$ cat config.mk
export PLATFORM = sky130hd
export DESIGN_NAME = m_rr_arbiter_2in
export DESIGN_NICKNAME = d
export VERILOG_FILES = /design/src/rtl/m_rr_arbiter_2in.sv
export SDC_FILE = /design/constraint.sdc
export NUM_CORES = 1
export LEC_CHECK = 0
export CELL_PAD_IN_SITES_DETAIL_PLACEMENT = 0
export CELL_PAD_IN_SITES_GLOBAL_PLACEMENT = 2
export CORE_ASPECT_RATIO = 0.8
export CORE_MARGIN = 1
export CORE_UTILIZATION = 24
export CTS_CLUSTER_SIZE = 24
export DETAILED_ROUTE_END_ITERATION = 16
export GPL_ROUTABILITY_DRIVEN = 1
export PLACE_DENSITY_LB_ADDON = 0.1
export SYNTH_ARGS = -nofsm -noshare
export SYNTH_HDL_FRONTEND = slang
export SYNTH_SLANG_ARGS = --single-unit
$ cat constraint.sdc
create_clock -name clk -period 2 [get_ports clk]
set_clock_uncertainty 0.1 [all_clocks]
set_input_delay 0.2 -clock clk [delete_from_list [all_inputs] [get_ports clk]]
set_output_delay 0.2 -clock clk [all_outputs]
set_load 0.01 [all_outputs]
$ cat src/rtl/m_rr_arbiter_2in.sv
// Two-input packet-locking round-robin arbiter driving a 2:1 flit mux select.
// A grant is held from head to tail flit; the losing input of each round gets priority next.
module m_rr_arbiter_2in #(
    parameter int P_CNT_WIDTH   = 4,
    parameter int P_MAX_PKT_LEN = 8
) (
    input  logic                   clk,
    input  logic                   reset,
    input  logic                   req_0,
    input  logic                   req_1,
    input  logic                   tail_0,
    input  logic                   tail_1,
    input  logic                   out_ready,
    output logic                   select,
    output logic                   grant_0,
    output logic                   grant_1,
    output logic                   out_valid,
    output logic [P_CNT_WIDTH-1:0] flit_count,
    output logic                   err_overlen
);

    typedef enum logic [0:0] {
        ST_IDLE   = 1'b0,
        ST_LOCKED = 1'b1
    } state_e;

    localparam logic [P_CNT_WIDTH-1:0] C_CNT_SAT = {P_CNT_WIDTH{1'b1}};
    localparam logic [P_CNT_WIDTH:0]   C_MAX_LEN = (P_CNT_WIDTH + 1)'(P_MAX_PKT_LEN);

    state_e                 state_q, state_d;
    logic                   select_q, select_d;
    logic                   ptr_q, ptr_d;
    logic [P_CNT_WIDTH-1:0] cnt_q, cnt_d;
    logic                   err_q, err_d;

    logic                   req_sel_s;
    logic                   tail_sel_s;
    logic                   out_valid_s;
    logic                   xfer_s;
    logic [P_CNT_WIDTH:0]   cnt_inc_s;

    // Owner-side request/tail and the transfer qualifier; gated so nothing pops during reset.
    always_comb begin
        req_sel_s   = select_q ? req_1 : req_0;
        tail_sel_s  = select_q ? tail_1 : tail_0;
        cnt_inc_s   = {1'b0, cnt_q} + {{P_CNT_WIDTH{1'b0}}, 1'b1};
        out_valid_s = (state_q == ST_LOCKED) && req_sel_s && !reset;
        xfer_s      = out_valid_s && out_ready;
    end

    // State register with synchronous reset.
    always_ff @(posedge clk) begin
        if (reset) begin
            state_q  <= ST_IDLE;
            select_q <= 1'b0;
            ptr_q    <= 1'b0;
            cnt_q    <= {P_CNT_WIDTH{1'b0}};
            err_q    <= 1'b0;
        end else begin
            state_q  <= state_d;
            select_q <= select_d;
            ptr_q    <= ptr_d;
            cnt_q    <= cnt_d;
            err_q    <= err_d;
        end
    end

    // Next-state: arbitrate in IDLE, count flits and release on tail in LOCKED.
    always_comb begin
        state_d  = state_q;
        select_d = select_q;
        ptr_d    = ptr_q;
        cnt_d    = cnt_q;
        err_d    = err_q;
        case (state_q)
            ST_IDLE: begin
                if (req_0 && req_1) begin
                    state_d  = ST_LOCKED;
                    select_d = ptr_q;
                end else if (req_0) begin
                    state_d  = ST_LOCKED;
                    select_d = 1'b0;
                end else if (req_1) begin
                    state_d  = ST_LOCKED;
                    select_d = 1'b1;
                end else begin
                    state_d  = ST_IDLE;
                end
            end
            ST_LOCKED: begin
                if (xfer_s && tail_sel_s) begin
                    state_d = ST_IDLE;
                    cnt_d   = {P_CNT_WIDTH{1'b0}};
                    ptr_d   = ~select_q;
                end else if (xfer_s) begin
                    // A non-tail flit at this position means the packet cannot end legally.
                    if (cnt_inc_s >= C_MAX_LEN) begin
                        err_d = 1'b1;
                    end else begin
                        err_d = err_q;
                    end
                    if (cnt_q != C_CNT_SAT) begin
                        cnt_d = cnt_inc_s[P_CNT_WIDTH-1:0];
                    end else begin
                        cnt_d = cnt_q;
                    end
                end else begin
                    state_d = ST_LOCKED;
                end
            end
            default: begin
                state_d = ST_IDLE;
            end
        endcase
    end

    // Output decode.
    always_comb begin
        out_valid   = out_valid_s;
        grant_0     = xfer_s && !select_q;
        grant_1     = xfer_s && select_q;
        select      = select_q;
        flit_count  = cnt_q;
        err_overlen = err_q;
    end

endmodule

==> impl_metrics.yaml <==
power_and_ir_drop:
  vdd_drop_max_uv: 340
  p_leak_nw: 0.291
  swShare_pct: 25.1
  power.switching_mw: 0.0910
  comb_power_share_pct: 18.8
  pwr-share-clk_pct: 34.3
  p_per_area_nw_per_um2: 501
  internal_power_mw: 0.272
  seq_power_share_pct: 47.0
layout:
  drive_gt1_share_pct: 21.6
  antenna_cells: 0
  final_cell_mix: "clkdlybuf4s50_1 (13), dfxtp_1 (7), buf_4 (6)"
  final_nets: 85
  final_common_cell: "clkdlybuf4s50_1"
  layoutNonFillerInstCount: 98
  area_growth_pct: 50.8
yosys:
  synthesis.area_um2: 480
  yosysWarnings: 0
  syn_inst: 52
  synth_top_area_share_pct: 33.3
  yosysUniqueCellTypes: 28
  synth_area_leaders: "dfxtp_1 (33%), nand2b_1 (6.5%), o32ai_1 (5.5%)"
  synth-seq-cells: 8
  synth_top_cell_by_area: "dfxtp_1"
  synth.avg_cell_area_um2: 9.24
  synth_nets: 61
  seq_area_frac_synth_pct: 33.3
clocking:
  cts_buffers: 3
  cts_buffer_depth: 2
  clk_pin_slew_ns: 0.05
  cts_tree: "yes"
  insertion_delay_ns: 0.25
  ctsHoldBuffers: 0
  postCtsSetupBuffers: 0
  cts_root_buffer: "clkbuf_4"
  ctsHtreeMaxLevel: 1
  cts_sinks: 8
outcome:
  status: "finished, final reports clean"
min_path:
  worst_hold_path_type: "in -> reg"
  hold_depth: 3
  hp-start: "req_1"
  hold_end: "select$_SDFFE_PP0P_"
die:
  pin_count: 16
  dieWidth_um: 52.0
  die-area_um2: 2190
  die_y_um: 42.0
  initial_core_util_pct: 25.6
  fp.coreArea_um2: 1870
  rows: 14
global_routing:
  grtUsageTotal_pct: 12.3
  grt_max_degree: 10
  grt_pass1_wl_um: 1950
  gr-total-overflow: 0
  antenna_found_initial: 0
  grt_pass1_vias: 445
drt:
  viasPerCell: 4.68
  drt_wl_total_um: 1170
  ant_nets: 0
  drtPass1Iterations: 3
  drc_errors: 0
  wl_per_cell_um: 11.9
  num_vias: 459
  drtIter0Drc: 5
critical_path:
  worstPathMaxFanout: 4
  worst-r2r-cell-count: 4
  cp.required_ns: 1.70
  end_kind: "output pin"
  ff2ff_setup_slack_ns: 0.49
  timing.setup.critical_path_class: "reg -> out"
  crit_path_start_kind: "flip-flop"
  timing.rr.start: "flit_count[0]$_SDFFE_PP0P_"
  r2r-end: "flit_count[1]$_SDFFE_PP0P_"
  worst_ep_arrival_time_ns: 1.62
sta:
  timing.hold.ws_ns: 0.241
  grt_setup_unrepaired: "false"
  slew_headroom_pct: 74.8
  max_slew.worst_pin.slew_ns: 0.375
  setup_viol: 0
  hold_viol: 0
  fin_crit_ns: 1.92
  slew_violations: 0
  fin_crit_sh_pct: 95.8
  max_freq_ghz: 0.522
place:
  place_inst: 95
  port_buffers: 15
  hpwl_um: 904
  routabilityCongestion: 0.726
job:
  maxCapViolCount: 0
-- per-layer routing --
layer | vias to the layer above | wire length [um] | GRT usage [%]
li1 | 236 | - | -
met1 | 212 | 608 | 17.3
met2 | 11 | 488 | 17.4
met3 | 0 | 75 | 5.80
met4 | 0 | 0 | 1.62
met5 | - | 0 | 0
-- stage by stage --
step	setup WS, ns	total power, mW	util [%]	setup TNS (ns)	cell area [um2]
floorplan	0.569	0.206	-	0	480
global placement	-0.0106	0.242	36.8	-0.0106	691
detailed placement	0.00537	0.240	36.8	0	691
CTS	0.0130	0.370	38.1	0	713
global route	0.00256	0.382	38.7	0	724
finish	0.0832	0.363	38.7	0	724
-- power groups by stage --
stage	registers, mW	clock network [mW]	logic (mW)
floorplan	0.172	0	0.0340
global placement	0.174	0	0.0683
detailed placement	0.173	0	0.0672
CTS	0.170	0.132	0.0678
global route	0.171	0.137	0.0746
finish	0.170	0.124	0.0681
-- cell type report --
type                            count  area [um2]
Inverter                            5        18.8
Sequential cell                     8         161
Timing Repair Buffer               21         200
Fill cell                         204        1150
Multi-Input combinational cell     37         292
Clock buffer                        3        22.5
Tap cell                           24        30.0
-- worst max-delay path by stage --
stage,from,endpoint,slack [ns],cells after the start
2_1_floorplan,flit_count[0]$_SDFFE_PP0P_,flit_count[0]$_SDFFE_PP0P_,0.57,4
3_5_place_dp,req_1,out_valid,0.005,4
4_1_cts,req_1,out_valid,0.01,4
3_3_place_gp,req_1,out_valid,-0.01,4
5_1_grt,select$_SDFFE_PP0P_,grant_0,0.003,4
6_report,select$_SDFFE_PP0P_,grant_0,0.08,4
-- sequential cells by signal, indices dropped and copies added, names as in the netlist --
signal and flops:
flit_count 4, ptr_q 1, err_overlen 1, state_q 1, select 1
-- Yosys cell counts --
library cell	n
a21oi_1	1
a211oi_1	1
a31o_2	1
o211ai_1	2
o22ai_1	1
mux2i_2	1
nand2b_1	5
mux2i_1	1
o32ai_1	3
and3_1	2
clkbuf_1	1
o21ai_1	1
buf_6	1
nor2_1	1
mux2_4	1
mux2i_4	1
nor3_1	4
inv_1	5
o21ai_0	1
and3b_1	1
ha_1	2
nand3_1	1
a311oi_1	1
nand2_1	2
a31oi_1	1
dfxtp_1	8
nand3b_1	1
nand3_2	1
-- cells by family (layout without fill, tap and decap cells) --
| group | count (synthesis) | in the layout | synth area share (%) |
|---|---|---|---|
| buffers and inverters | 7 | 29 | 7.03 |
| AND/OR/NAND/NOR | 18 | 18 | 22.1 |
| adder cells (fa/ha/maj) | 2 | 2 | 5.21 |
| multiplexers | 4 | 4 | 12.8 |
| flip-flops | 8 | 8 | 33.3 |
| AO/OA/AOI/OAI | 13 | 13 | 19.5 |
-- worst max-delay path, cell delays in order, from the launching register on --
cell and delay, ns:
dfxtp_1 0.43, mux2_4 0.34, nand2_1 0.09, nor2_1 0.04, clkdlybuf4s50_1 0.46
-- what timing repair did --
item	in CTS	in global routing
endpoints found under the setup margin	0	2
resized for setup	0	4
hold endpoints to repair	0	0
Note: power is estimated with default switching activity, not from simulation.
